--- config.mk ---
export PLATFORM = sky130hd
export DESIGN_NAME = muldiv_unit
export DESIGN_NICKNAME = d
export VERILOG_FILES = /design/src/rtl/muldiv_unit.sv
export SDC_FILE = /design/constraint.sdc
export NUM_CORES = 1
export LEC_CHECK = 0
export CAP_MARGIN = 20
export CORE_UTILIZATION = 51
export DETAILED_ROUTE_END_ITERATION = 6
export PLACE_DENSITY = 0.71
export SLEW_MARGIN = 0
export SYNTH_ARGS = -nofsm -noshare
export SYNTH_HDL_FRONTEND = slang
export SYNTH_SLANG_ARGS = --single-unit
--- constraint.sdc ---
create_clock -name clk -period 10.8 [get_ports clk]
set_input_delay 2.16 -clock clk [delete_from_list [all_inputs] [get_ports clk]]
set_output_delay 2.16 -clock clk [all_outputs]
set_load 0.03 [all_outputs]
--- src/rtl/muldiv_unit.sv ---
// Iterative RV32M multiply/divide unit: shift-add multiply and restoring divide, one bit per cycle.
// Start/busy/done handshake; divide-by-zero and signed overflow complete on a fast path.
//
// state  | meaning
// IDLE   | waiting for start; accepts a new operation
// CALC   | one multiply or divide iteration per cycle
// FIX    | sign correction and word select, result registered
// DONE   | done pulse for one cycle; may accept the next operation

module muldiv_unit #(
    parameter int XLEN        = 32,
    parameter int CALC_CYCLES = 32
) (
    input  logic            clk,
    input  logic            rst_n,
    input  logic            start,
    input  logic [2:0]      op,
    input  logic [XLEN-1:0] data1,
    input  logic [XLEN-1:0] data2,
    input  logic            flush,
    output logic            busy,
    output logic            done,
    output logic [XLEN-1:0] result
);

    localparam int CW = $clog2(CALC_CYCLES);

    typedef enum logic [1:0] {
        S_IDLE,
        S_CALC,
        S_FIX,
        S_DONE
    } state_t;

    state_t r_state;
    state_t w_next;

    logic [2:0]      r_op;
    logic [XLEN-1:0] r_hi;
    logic [XLEN-1:0] r_lo;
    logic [XLEN-1:0] r_dvs;
    logic [XLEN-1:0] r_result;
    logic            r_sign1;
    logic            r_sign2;
    logic [CW-1:0]   r_cnt;

    logic            w_accept;
    logic            w_is_div;
    logic            w_signed1;
    logic            w_signed2;
    logic            w_neg1;
    logic            w_neg2;
    logic [XLEN-1:0] w_mag1;
    logic [XLEN-1:0] w_mag2;
    logic            w_div_zero;
    logic            w_div_ovf;
    logic            w_special;
    logic [XLEN-1:0] w_special_res;
    logic            w_last;

    assign w_accept  = ((r_state == S_IDLE) || (r_state == S_DONE)) && start && !flush;
    assign w_is_div  = op[2];
    assign w_signed1 = (op == 3'd1) || (op == 3'd2) || (op == 3'd4) || (op == 3'd6);
    assign w_signed2 = (op == 3'd1) || (op == 3'd4) || (op == 3'd6);
    assign w_neg1    = w_signed1 && data1[XLEN-1];
    assign w_neg2    = w_signed2 && data2[XLEN-1];
    assign w_mag1    = w_neg1 ? (~data1 + 1'b1) : data1;
    assign w_mag2    = w_neg2 ? (~data2 + 1'b1) : data2;

    // op[0]=0 marks the signed divide ops (DIV, REM); op[1]=1 marks the remainder ops
    assign w_div_zero = w_is_div && (data2 == '0);
    assign w_div_ovf  = w_is_div && !op[0] && (data1 == {1'b1, {(XLEN-1){1'b0}}}) && (data2 == '1);
    assign w_special  = w_div_zero || w_div_ovf;

    always_comb begin
        w_special_res = '0;
        if (w_div_zero)
            w_special_res = op[1] ? data1 : '1;
        else
            w_special_res = op[1] ? '0 : data1;
    end

    assign w_last = (r_cnt == CW'(CALC_CYCLES - 1));

    always_ff @(posedge clk or negedge rst_n) begin
        if (!rst_n)
            r_state <= S_IDLE;
        else
            r_state <= w_next;
    end

    always_comb begin
        w_next = r_state;
        busy   = 1'b0;
        done   = 1'b0;
        case (r_state)
            S_IDLE: begin
                if (w_accept)
                    w_next = w_special ? S_DONE : S_CALC;
            end
            S_CALC: begin
                busy = 1'b1;
                if (w_last)
                    w_next = S_FIX;
            end
            S_FIX: begin
                busy   = 1'b1;
                w_next = S_DONE;
            end
            S_DONE: begin
                done = 1'b1;
                if (w_accept)
                    w_next = w_special ? S_DONE : S_CALC;
                else
                    w_next = S_IDLE;
            end
            default: w_next = S_IDLE;
        endcase
        if (flush)
            w_next = S_IDLE;
    end

    logic [XLEN:0]     w_mul_sum;
    logic [XLEN:0]     w_rem_sh;
    logic              w_ge;
    logic [XLEN-1:0]   w_rem_sub;
    logic [2*XLEN-1:0] w_prod;
    logic [2*XLEN-1:0] w_prod_s;
    logic [XLEN-1:0]   w_quo;
    logic [XLEN-1:0]   w_rem;
    logic [XLEN-1:0]   w_fix_res;

    // Multiply keeps {hi,lo} as partial product with the multiplier shifting out of lo.
    // Divide keeps the partial remainder in hi and shifts the quotient into lo.
    assign w_mul_sum = {1'b0, r_hi} + (r_lo[0] ? {1'b0, r_dvs} : '0);
    assign w_rem_sh  = {r_hi, r_lo[XLEN-1]};
    assign w_ge      = (w_rem_sh >= {1'b0, r_dvs});
    assign w_rem_sub = w_rem_sh[XLEN-1:0] - r_dvs;

    assign w_prod   = {r_hi, r_lo};
    assign w_prod_s = (r_sign1 ^ r_sign2) ? (~w_prod + 1'b1) : w_prod;
    assign w_quo    = (r_sign1 ^ r_sign2) ? (~r_lo + 1'b1) : r_lo;
    assign w_rem    = r_sign1 ? (~r_hi + 1'b1) : r_hi;

    always_comb begin
        w_fix_res = '0;
        if (r_op[2])
            w_fix_res = r_op[1] ? w_rem : w_quo;
        else if (r_op == 3'd0)
            w_fix_res = w_prod_s[XLEN-1:0];
        else
            w_fix_res = w_prod_s[2*XLEN-1:XLEN];
    end

    always_ff @(posedge clk or negedge rst_n) begin
        if (!rst_n) begin
            r_op     <= '0;
            r_hi     <= '0;
            r_lo     <= '0;
            r_dvs    <= '0;
            r_result <= '0;
            r_sign1  <= 1'b0;
            r_sign2  <= 1'b0;
            r_cnt    <= '0;
        end else if (w_accept) begin
            r_op    <= op;
            r_sign1 <= w_neg1;
            r_sign2 <= w_neg2;
            r_cnt   <= '0;
            r_hi    <= '0;
            r_lo    <= w_is_div ? w_mag1 : w_mag2;
            r_dvs   <= w_is_div ? w_mag2 : w_mag1;
            if (w_special)
                r_result <= w_special_res;
        end else if (r_state == S_CALC && !flush) begin
            r_cnt <= r_cnt + CW'(1);
            if (r_op[2]) begin
                r_hi <= w_ge ? w_rem_sub : w_rem_sh[XLEN-1:0];
                r_lo <= {r_lo[XLEN-2:0], w_ge};
            end else begin
                r_hi <= w_mul_sum[XLEN:1];
                r_lo <= {w_mul_sum[0], r_lo[XLEN-1:1]};
            end
        end else if (r_state == S_FIX && !flush) begin
            r_result <= w_fix_res;
        end
    end

    assign result = r_result;

endmodule

* Word-level counts from Yosys, hierarchy flattened
Cells that the tools add are included.
Storage, ports and cells: register bits after elaboration 140, bits of input ports 71, logic and storage cells 100
Operators by class: add/sub/neg operators 8, $lt $le $gt $ge 1, equal/unequal tests 14, multiplexer cells 35, bitwise operators 6, reduce and logical (&&, ||, !) cells 27
Operators by type and width (count):
- 32-bit 2-to-1 mux | 24
- 32-bit by 1-bit adder with 32-bit output (second input constant) | 4
- 32-bit inverter | 4
- 64-bit by 1-bit adder with 64-bit output (second input constant) | 1
- 32-bit equality test (second input constant) | 2
- 64-bit 2-to-1 mux | 1
- 64-bit inverter | 1
- 32-bit by 32-bit adder with 33-bit output | 1
- 33-bit by 32-bit >= comparator with 1-bit output | 1
- 32-bit zero test | 1
- 32-bit subtractor | 1
- 1-bit logical AND | 10
- 2-bit 2-to-1 mux | 5
- 5-bit 2-to-1 mux | 2
- 2-bit case mux with 4 select lines | 1
- 1-bit logical OR | 7
- 3-bit equality test (second input constant) | 2
- 3-bit inequality test (second input constant) | 2
- 5-bit by 1-bit adder with 5-bit output (second input constant) | 1
- 5-bit equality test (second input constant) | 1
- 2-bit equality test (second input constant) | 2
- 2-bit nonzero test | 2
- 3-bit by 1-bit equality test with 1-bit output (second input constant) | 1
- 3-bit by 2-bit equality test with 1-bit output (second input constant) | 1
- other kinds (11) | 13

* Logic depth before layout (Yosys ltp)
depth after elaboration 9, mapped depth 14, gate-level depth less buffers 13

* Worst setup path after synthesis
OpenSTA, ideal clock, no wires.
path type input to register, start point in data2[12], end point reg r_result[29], in the netlist result[29], setup time 0.160 ns, arrival 4.816 ns, setup slack 5.825 ns, stages 12, path buffers 3, cell sequence or4_1 or2_2 or4b_2 clkbuf_1 nor2_1 a21oi_1 o21bai_1 buf_2 clkbuf_1 o2111ai_1 o21ai_0 a21oi_1
On the way: longest elaborated chain between the ends 5, elaborated cells on any way between the ends 10, those cells by class eq/ne (2); mux (3); reduce/logical (5)
Ends and longest elaborated chain:
- start, declared | RTL line 19 | input logic [XLEN-1:0] data2,
- 32-bit equality test / 32-bit zero test (equally long branches) | RTL line 72, 71
- 1-bit logical AND, on equally long branches | RTL line 72, 71
- 1-bit logical OR / 32-bit 2-to-1 mux (equally long branches) | RTL line 73, 77
- 2-bit by 1-bit inequality test with 1-bit output (no line) / 32-bit 2-to-1 mux (equally long branches)
- 3-bit AND reduction (no line) / 32-bit 2-to-1 mux (equally long branches)
- end signal, assigned | RTL line 174 | r_result <= w_special_res;
- end signal, assigned | RTL line 185 | r_result <= w_fix_res;
- end, declared | RTL line 42 | logic [XLEN-1:0] r_result;
Several ways; a longest one is shown, not always the timed one. The select of a mux whose other input is x is not followed. A chain may end at the register's enable or synchronous reset.

* Final worst setup path
start point in data2[12], end point reg r_result[6], in the netlist result[6]
Same word-level chain as after synthesis.

==> impl_metrics.tcl <==
set metrics [dict create \
    status "finished clean" \
    setup_viol 0 \
    netlist_instances 2056 \
    wl_mm 57.9 \
    leakage_nw 7.12 \
    yosys.area.top_type "dfrtp_1" \
    cts.sinks 140 \
    yosysUniqueCellTypes 83 \
    arrival_ps 6230 \
    num_rows 62 \
    ant_nets 0 \
    htreeDepth 4 \
    slew_headroom_pct 30.8 \
    fin_ws_ps 4860 \
    synth_top_area_share_pct 23.0 \
    required_ps 11090 \
    p_per_area_mw_per_mm2 370 \
    synth.avg_cell_area_um2 7.42 \
    post-place-ws_ps 4450 \
    p_int_mw 2.82 \
    critical_path_class "in -> reg" \
    fin_crit_sh_pct 55.0 \
    grt-ovfl-total 0 \
    antenna_found_initial 3 \
    drt-initial-drc-count 1992 \
    grt_max_degree 116 \
    synth_warnings 0 \
    fin_skew_ps 16.1 \
    nets 2209 \
    cts.reportedPaths.clkPinSlew_ps 70 \
    yosysMostFrequentCell "nand2_1" \
    clock_path_buffers 2 \
    rsz0062_at_grt "no" \
    die-area_mm2 0.0306 \
    syn_to_final_growth_pct 12.0 \
    vias 16200 \
    vias_per_cell 6.57 \
    start_util_pct 52.5 \
    power_mw 6.32 \
    pwr-share-seq_pct 18.6 \
    slew_viol_final 0 \
    drc 0 \
    synth_nets 2204 \
    irDropWorstVdd_v 0.000198 \
    yosys-top-cells-area "dfrtp_1, xnor2_1, a21oi_1, ha_1, o21ai_0" \
    drt_first_pass_iters 6 \
    dieHeight_um 175 \
    grt_pass1_wl_mm 87.6 \
    p_sw_mw 3.50 \
    drive_above_1_share_pct 4.92 \
    pwr-share-clk_pct 9.9 \
    dp_hpwl_mm 44.2 \
    endpoint_kind "register" \
    hold_path.class "reg -> reg" \
    synth_ff_type "dfrtp_1" \
    fin_crit_ps 5940 \
    fin_tns_setup_ps 0 \
    final_hold_viol_count 0 \
    drv_cap 0 \
    die_width_um 175 \
    synth-edff-count 0 \
    core-area_mm2 0.0291 \
    grt_usage_pct 37.5 \
    swShare_pct 55.4 \
    power_frac_comb_pct 71.5 \
    tritoncts "built" \
    gp_congestion 0.999 \
    max_freq_ghz 0.168 \
    ctsHoldBuffers 0 \
    startpoint_type "input pin" \
    ys_seq_elements 140 \
    ys_seq_area_share_pct 23.0 \
    synthArstFlopShare_pct 100 \
    io_pins 105 \
    clk_latency_ps 450 \
    cts_setup_buffers 0 \
    syn-cell-area_mm2 0.0153 \
    io_buffers 104 \
    ctsResizeCount 0 \
    worst_pin_slew_ps 1040 \
    synth_common_cells "nand2_1, nor2_1, a21oi_1" \
    clock-root-buffer "clkbuf_16" \
    worst-path-max-fanout 64 \
    routedWlPerCell_um 23.5 \
    first_global_vias 14800 \
    numCtsBuffers 17 \
]
worst max-delay path, cell delays in order:
cell and delay [ps]:
clkdlybuf4s50_1 470, or4_1 590, or2_2 340, or4b_2 760, nor2_2 140, buf_4 400, a21oi_1 220, o21bai_4 180
buf_4 510, o2111ai_1 240, o21ai_0 130, a21oi_1 60
path summary, 6_finish.rpt:
kind | from | end | slack (ps) | depth (start not counted)
worst max-delay path | data2[12] | result[6]$_DFFE_PN0P_ | 4860 | 12
worst min-delay path | r_dvs[5]$_DFFE_PN0P_ | r_dvs[5]$_DFFE_PN0P_ | 490 | 2
worst min register to register | r_dvs[5]$_DFFE_PN0P_ | r_dvs[5]$_DFFE_PN0P_ | 490 | 2
min in group asynchronous | rst_n | r_dvs[1]$_DFFE_PN0P_ | 1710 | 1
max in group asynchronous | rst_n | r_op[2]$_DFFE_PN0P_ | 7560 | 2
worst max register to register | r_lo[0]$_DFFE_PN0P_ | r_hi[24]$_DFFE_PN0P_ | 6480 | 13
layout by cell type, fill, tap and decap left out, types with 14 or more instances in the layout:
cell type	instances
ha_1	75
o211ai_1	35
o221ai_1	28
or2_2	18
nand3_1	28
nand2_1	231
xnor2_1	108
clkdlybuf4s50_1	102
buf_4	20
a21o_1	27
inv_1	78
clkbuf_16	17
nor3_1	34
and3_1	14
dfrtp_1	139
nand4_1	21
a31oi_1	26
or3_1	18
nor2b_1	14
maj3_1	22
mux2i_1	70
o31ai_1	26
a211oi_1	16
xor2_1	82
a21oi_1	190
o21ai_0	180
nor2_1	214
or4_1	15
nor4_1	20
power by group through the flow:
| stage | logic [mW] | clock network, mW | registers [mW] |
|---|---|---|---|
| finish | 4.52 | 0.625 | 1.17 |
| global route | 4.88 | 0.643 | 1.20 |
| CTS | 4.40 | 0.625 | 1.15 |
| detailed placement | 4.38 | 0 | 1.16 |
| global placement | 4.31 | 0 | 1.15 |
| floorplan | 3.16 | 0 | 1.06 |
routing by layer:
layer / GRT usage, % / up-vias / wire, um
li1: - / 7484 / -
met1: 51.0 / 7654 / 24500
met2: 57.7 / 884 / 25600
met3: 7.70 / 129 / 5620
met4: 15.5 / 2 / 2190
met5: 0 / - / 17
state kept, by name, summed over array words and instances, names as in the netlist:
name     flops
r_cnt        5
r_dvs       32
r_hi        32
r_lo        32
r_op         3
r_sign1      1
r_sign2      1
r_state      2
result      32
cell families (layout without fill, tap and decap cells):
logic type | after synthesis | after routing | synth area share, %
AOI/OAI and AO/OA | 662 | 662 | 27.6
muxes | 74 | 74 | 4.89
other | 0 | 2 | 0
DFF | 140 | 140 | 23.0
xor gates and xnor gates | 192 | 192 | 11.0
adders and majority gates | 99 | 99 | 7.86
buffers and inverters | 220 | 238 | 5.58
and+or+nand+nor | 669 | 669 | 20.1
stage by stage:
stage                     area [um2]  std cells  utilization (%)  hold WS [ps]
after floorplan                15300       2056                -           450
after global placement         16400       2422             56.5           464
after detailed placement       16500       2423             56.6           480
after CTS                      17000       2455             58.6           495
after global routing           17100       2458             58.7           537
final                          17100       2460             58.7           490
cell type report:
class	count	area, um2
Timing Repair Buffer	126	1240
Inverter	80	300
Fill cell	2729	12000
Antenna cell	2	5.00
Clock inverter	14	159
Clock buffer	18	429
Sequential cell	140	3510
Tap cell	384	480
Multi-Input combinational cell	1696	11000
(Power assumes the default switching activity.)
